### config.mk
export PLATFORM = sky130hd
export DESIGN_NAME = mem_req_initiator
export DESIGN_NICKNAME = d
export VERILOG_FILES = /design/src/rtl/mem_req_initiator.sv
export SDC_FILE = /design/constraint.sdc
export NUM_CORES = 1
export LEC_CHECK = 0
export CAP_MARGIN = 10
export CORE_MARGIN = 4
export CORE_UTILIZATION = 48
export DETAILED_ROUTE_END_ITERATION = 12
export PLACE_DENSITY = 0.85
export SYNTH_ARGS = -nofsm -noshare
export SYNTH_HDL_FRONTEND = slang
export SYNTH_SLANG_ARGS = --single-unit
### constraint.sdc
create_clock -name clk -period 5.7 [get_ports clk]
set_clock_uncertainty 0.05 [all_clocks]
set_input_delay 1.71 -clock clk [delete_from_list [all_inputs] [get_ports clk]]
set_output_delay 1.71 -clock clk [all_outputs]
set_load 0.01 [all_outputs]
### src/rtl/mem_req_initiator.sv
// Initiator side of the single-port memory request protocol: turns upstream
// commands into write_en/read_en strobes and returns read data or a timeout.
module mem_req_initiator #(
    parameter int DATA_WIDTH    = 32,
    parameter int ADDRESS_WIDTH = 4,
    parameter int TIMEOUT       = 16,
    parameter int CNT_WIDTH     = 16
) (
    input  logic                     clk,
    input  logic                     rst,
    input  logic                     cmd_valid,
    output logic                     cmd_ready,
    input  logic                     cmd_write,
    input  logic [ADDRESS_WIDTH-1:0] cmd_addr,
    input  logic [DATA_WIDTH-1:0]    cmd_wdata,
    output logic                     rsp_valid,
    input  logic                     rsp_ready,
    output logic [DATA_WIDTH-1:0]    rsp_rdata,
    output logic                     rsp_timeout,
    output logic                     write_en,
    output logic                     read_en,
    output logic [ADDRESS_WIDTH-1:0] address,
    output logic [DATA_WIDTH-1:0]    data_in,
    input  logic                     valid_out,
    input  logic [DATA_WIDTH-1:0]    data_out,
    output logic [CNT_WIDTH-1:0]     wr_cnt,
    output logic [CNT_WIDTH-1:0]     rd_cnt,
    output logic [CNT_WIDTH-1:0]     to_cnt,
    output logic [CNT_WIDTH-1:0]     spur_cnt
);

    localparam int TW = $clog2(TIMEOUT + 1);
    // Value of the wait counter at the start of the final permitted WAIT_RD cycle
    localparam logic [TW-1:0] TMO_LAST = TW'(TIMEOUT - 1);

    typedef enum logic [1:0] {
        IDLE    = 2'd0,
        ISSUE   = 2'd1,
        WAIT_RD = 2'd2,
        RESP    = 2'd3
    } state_t;

    state_t                   state_q, state_d;
    logic                     is_write_q, is_write_d;
    logic [ADDRESS_WIDTH-1:0] address_q, address_d;
    logic [DATA_WIDTH-1:0]    data_in_q, data_in_d;
    logic [TW-1:0]            tmo_q, tmo_d;
    logic [DATA_WIDTH-1:0]    rsp_rdata_q, rsp_rdata_d;
    logic                     rsp_timeout_q, rsp_timeout_d;
    logic [CNT_WIDTH-1:0]     wr_cnt_q, wr_cnt_d;
    logic [CNT_WIDTH-1:0]     rd_cnt_q, rd_cnt_d;
    logic [CNT_WIDTH-1:0]     to_cnt_q, to_cnt_d;
    logic [CNT_WIDTH-1:0]     spur_cnt_q, spur_cnt_d;

    function automatic logic [CNT_WIDTH-1:0] sat_inc(input logic [CNT_WIDTH-1:0] v);
        return (&v) ? v : v + CNT_WIDTH'(1);
    endfunction

    // Next-state and next-register computation for the whole initiator
    always_comb begin
        state_d       = state_q;
        is_write_d    = is_write_q;
        address_d     = address_q;
        data_in_d     = data_in_q;
        tmo_d         = tmo_q;
        rsp_rdata_d   = rsp_rdata_q;
        rsp_timeout_d = rsp_timeout_q;
        wr_cnt_d      = wr_cnt_q;
        rd_cnt_d      = rd_cnt_q;
        to_cnt_d      = to_cnt_q;
        spur_cnt_d    = spur_cnt_q;

        case (state_q)
            IDLE: begin
                if (cmd_valid) begin
                    is_write_d = cmd_write;
                    address_d  = cmd_addr;
                    // Reads leave the write-data pins untouched
                    if (cmd_write) begin
                        data_in_d = cmd_wdata;
                    end else begin
                        data_in_d = data_in_q;
                    end
                    state_d = ISSUE;
                end else begin
                    state_d = IDLE;
                end
            end
            ISSUE: begin
                if (is_write_q) begin
                    wr_cnt_d = sat_inc(wr_cnt_q);
                    state_d  = IDLE;
                end else begin
                    tmo_d   = '0;
                    state_d = WAIT_RD;
                end
            end
            WAIT_RD: begin
                // Data arriving in the last allowed cycle still wins over the timeout
                if (valid_out) begin
                    rsp_rdata_d   = data_out;
                    rsp_timeout_d = 1'b0;
                    state_d       = RESP;
                end else if (tmo_q == TMO_LAST) begin
                    rsp_rdata_d   = '0;
                    rsp_timeout_d = 1'b1;
                    to_cnt_d      = sat_inc(to_cnt_q);
                    state_d       = RESP;
                end else begin
                    tmo_d = tmo_q + TW'(1);
                end
            end
            RESP: begin
                if (rsp_ready) begin
                    rd_cnt_d = sat_inc(rd_cnt_q);
                    state_d  = IDLE;
                end else begin
                    state_d = RESP;
                end
            end
            default: begin
                state_d = IDLE;
            end
        endcase

        if (valid_out && (state_q != WAIT_RD)) begin
            spur_cnt_d = sat_inc(spur_cnt_q);
        end else begin
            spur_cnt_d = spur_cnt_d;
        end
    end

    // State and output registers with synchronous reset
    always_ff @(posedge clk) begin
        if (rst) begin
            state_q       <= IDLE;
            is_write_q    <= 1'b0;
            address_q     <= '0;
            data_in_q     <= '0;
            tmo_q         <= '0;
            rsp_rdata_q   <= '0;
            rsp_timeout_q <= 1'b0;
            wr_cnt_q      <= '0;
            rd_cnt_q      <= '0;
            to_cnt_q      <= '0;
            spur_cnt_q    <= '0;
        end else begin
            state_q       <= state_d;
            is_write_q    <= is_write_d;
            address_q     <= address_d;
            data_in_q     <= data_in_d;
            tmo_q         <= tmo_d;
            rsp_rdata_q   <= rsp_rdata_d;
            rsp_timeout_q <= rsp_timeout_d;
            wr_cnt_q      <= wr_cnt_d;
            rd_cnt_q      <= rd_cnt_d;
            to_cnt_q      <= to_cnt_d;
            spur_cnt_q    <= spur_cnt_d;
        end
    end

    assign cmd_ready   = (state_q == IDLE);
    assign rsp_valid   = (state_q == RESP);
    assign write_en    = (state_q == ISSUE) && is_write_q;
    assign read_en     = (state_q == ISSUE) && !is_write_q;
    assign address     = address_q;
    assign data_in     = data_in_q;
    assign rsp_rdata   = rsp_rdata_q;
    assign rsp_timeout = rsp_timeout_q;
    assign wr_cnt      = wr_cnt_q;
    assign rd_cnt      = rd_cnt_q;
    assign to_cnt      = to_cnt_q;
    assign spur_cnt    = spur_cnt_q;

endmodule

==> flow_summary.json <==
{
  "outcome": "completed",
  "total_power_mw": 2.374,
  "cp.arrival_ns": 2.26,
  "fin_crit_sh": 0.7056,
  "swShare": 0.2223,
  "postCtsSetupBuffers": 0,
  "rsz0062_at_grt": "no",
  "finalWeightedCongestion": 0.8663,
  "syn-mean-instance-area_um2": 8.582,
  "finish.utilization": 0.7196,
  "synth_flop_cell": "dfxtp_1",
  "antenna_found_initial": 0,
  "dpl_worst_slack_ns": 1.781,
  "synth_cell_types": 55,
  "ctsResizeCount": 0,
  "grt_overflow_total": 0,
  "clock_path_buffers": 2,
  "synth_edf_count": 0,
  "syn_to_final_growth_pct": 47.05,
  "core_area_um2": 11960,
  "drc": 0,
  "wl_per_cell_um": 15.55,
  "routed_wl_mm": 16.08,
  "hold_path_class": "flip-flop to flip-flop",
  "grt_max_degree": 102,
  "cts_hold_buf": 0,
  "seq_power_share": 0.435,
  "vdd_drop_max_mv": 0.1851,
  "vias_per_cell": 5.444,
  "ys_async_sr_fraction": 0,
  "cp.required_ns": 3.94,
  "io_pins": 211,
  "vias": 5629,
  "switching_power_uw": 527.8,
  "drtIter0Drc": 428,
  "drv_slew": 0,
  "hold_viol_final": 0,
  "insertion_delay_ns": 0.41,
  "fin_ws_ns": 1.678,
  "syn-cell-area_um2": 5853,
  "placed_cell_area_um2": 7981,
  "p_leak_nw": 2.983,
  "portBuffers": 210,
  "die_w_um": 118.4,
  "grt_pass1_wl_mm": 25.94,
  "path_clk_slew_ns": 0.06,
  "cp_max_fo": 10,
  "slew_headroom": 0.2195,
  "numCtsBuffers": 17,
  "ys_warn_count": 0,
  "tns_ns": 0,
  "tritoncts": "yes",
  "clkPwrFrac": 0.475,
  "stdcell_area_um2": 8607,
  "drive_above_1_share": 0.05186,
  "cp-start-kind": "flip-flop",
  "clkSinkCount": 141,
  "cp-end-kind": "output port",
  "gr-usage-all-layers": 0.2245,
  "syn_nets": 763,
  "drt_pass1_iterations": 5,
  "period_minus_slack_ns": 4.022,
  "fillers": 892,
  "multiInputGateArea_um2": 2841,
  "p_comb_frac": 0.090,
  "nets": 955,
  "htree_num_levels": 4,
  "die_area_um2": 14020,
  "synth-seq-area-share": 0.4823,
  "crit_type": "flip-flop to output port",
  "cts-root-buf": "clkbuf_16",
  "p_int_mw": 1.847,
  "std_cell_rows": 40,
  "regArea_um2": 2823,
  "cap_violations": 0,
  "finalSetupViolCount": 0,
  "dieHeight_um": 118.4,
  "synthesis.instances": 682,
  "max_freq_ghz": 0.2486,
  "ant_nets": 0,
  "worst_pin_slew_ns": 1.171,
  "grt_pass1_vias": 5367,
  "antenna_cells": 0,
  "start_util": 0.4893,
  "p_per_area_nw_per_um2": 275.9,
  "ys_seq_elements": 141,
  "dpl.hpwl_mm": 11.50
}
==> critical path, cell delays in order, from the launching register on <==
cell             delay (ns)
dfxtp_1                0.50
nor3b_1                0.64
clkdlybuf4s50_1        0.71
==> final cells by class <==
type | count | share of cell area
sequential | 141 | 0.3280
clock inverter | 11 | 0.01628
inverter | 7 | 0.003053
timing repair buffer | 212 | 0.2465
clock buffer | 21 | 0.05466
multi-input combinational | 495 | 0.3301
tap | 147 | 0.02137
==> path summary, 6_finish.rpt <==
path,startpoint,cells after the start,to,slack (ns)
worst min register to register,data_in[31],2,data_in[31],0.40
worst min-delay path,data_in[31],2,data_in[31],0.40
worst max register to register,state_q[1],4,rsp_rdata[11],3.33
worst max-delay path,state_q[0],2,read_en,1.68
==> cell usage after synthesis (3+ instances only) <==
cell type | n | share of area
dfxtp_1 | 141 | 0.48
inv_1 | 7 | 0.0045
nand4_1 | 17 | 0.018
nor3b_1 | 3 | 0.0038
buf_2 | 6 | 0.0051
nor4_1 | 9 | 0.0096
o21ai_0 | 10 | 0.0086
xnor2_1 | 31 | 0.046
a31oi_1 | 5 | 0.0053
mux2i_1 | 9 | 0.015
a211oi_1 | 5 | 0.0064
a22oi_1 | 32 | 0.041
and4_1 | 6 | 0.0090
and2_1 | 6 | 0.0064
xor2_1 | 13 | 0.019
nand3_1 | 21 | 0.018
and3_1 | 9 | 0.0096
or3_1 | 9 | 0.0096
nor2_1 | 99 | 0.063
nand2b_1 | 3 | 0.0032
clkbuf_1 | 30 | 0.019
nor3_1 | 22 | 0.019
or4_1 | 3 | 0.0038
a21oi_1 | 53 | 0.045
nand2_1 | 93 | 0.060
ha_1 | 7 | 0.015
==> state kept, by name (all words and copies together), names as in the netlist <==
register and count:
address 4, data_in 32, is_write_q 1, rd_cnt 16, rsp_rdata 32, rsp_timeout 1, spur_cnt 16, state_q 2
tmo_q 5, to_cnt 16, wr_cnt 16
==> power by group through the flow <==
stage                     combinational [mW]  clock [mW]  sequential (mW)
after floorplan                       0.0839           0             1.06
after global placement                 0.209           0             1.05
after detailed placement               0.214           0             1.05
after CTS                              0.215        1.15             1.03
after global routing                   0.232        1.19             1.03
final                                  0.215        1.13             1.03
==> logic make-up (layout without fill, tap and decap cells) <==
logic type	after synthesis	after routing	share of synthesized area
simple gates	315	315	0.2584
compound gates	120	120	0.1302
xor+xnor	44	44	0.06584
buf+inv	46	251	0.03292
flops	141	141	0.4823
fa+ha+maj	7	7	0.01496
mux	9	9	0.01539
==> cell usage in the layout (no fill, tap or decap), drive strengths merged, types with 4 or more instances in the layout <==
| master | n |
|---|---|
| nand2 | 93 |
| and2 | 6 |
| clkdlybuf4s50 | 209 |
| a31oi | 5 |
| xnor2 | 31 |
| or3 | 9 |
| clkinvlp | 4 |
| mux2i | 9 |
| a22oi | 32 |
| nand3 | 21 |
| dfxtp | 141 |
| a211oi | 5 |
| clkbuf | 21 |
| ha | 7 |
| and3 | 11 |
| clkinv | 4 |
| nor4 | 10 |
| nor2 | 99 |
| o21ai | 12 |
| and4 | 6 |
| inv | 7 |
| xor2 | 13 |
| nand4 | 18 |
| a21oi | 53 |
| nor3 | 22 |
==> stage by stage <==
stage | hold WS, ns | std cells
3_5_place_dp | 0.3969 | 1001
4_1_cts | 0.4037 | 1033
6_report | 0.4049 | 1034
2_1_floorplan | 0.3992 | 682
3_3_place_gp | 0.3925 | 1001
5_1_grt | 0.4214 | 1034
==> layer usage <==
| layer | vias to the layer above | GRT usage | part of all wire |
|---|---|---|---|
| li1 | 2773 | - | - |
| met1 | 2652 | 0.2515 | 0.40 |
| met2 | 178 | 0.3851 | 0.50 |
| met3 | 26 | 0.08469 | 0.079 |
| met4 | 0 | 0.08979 | 0.019 |
| met5 | - | 0 | 0 |
(Power assumes the default switching activity.)
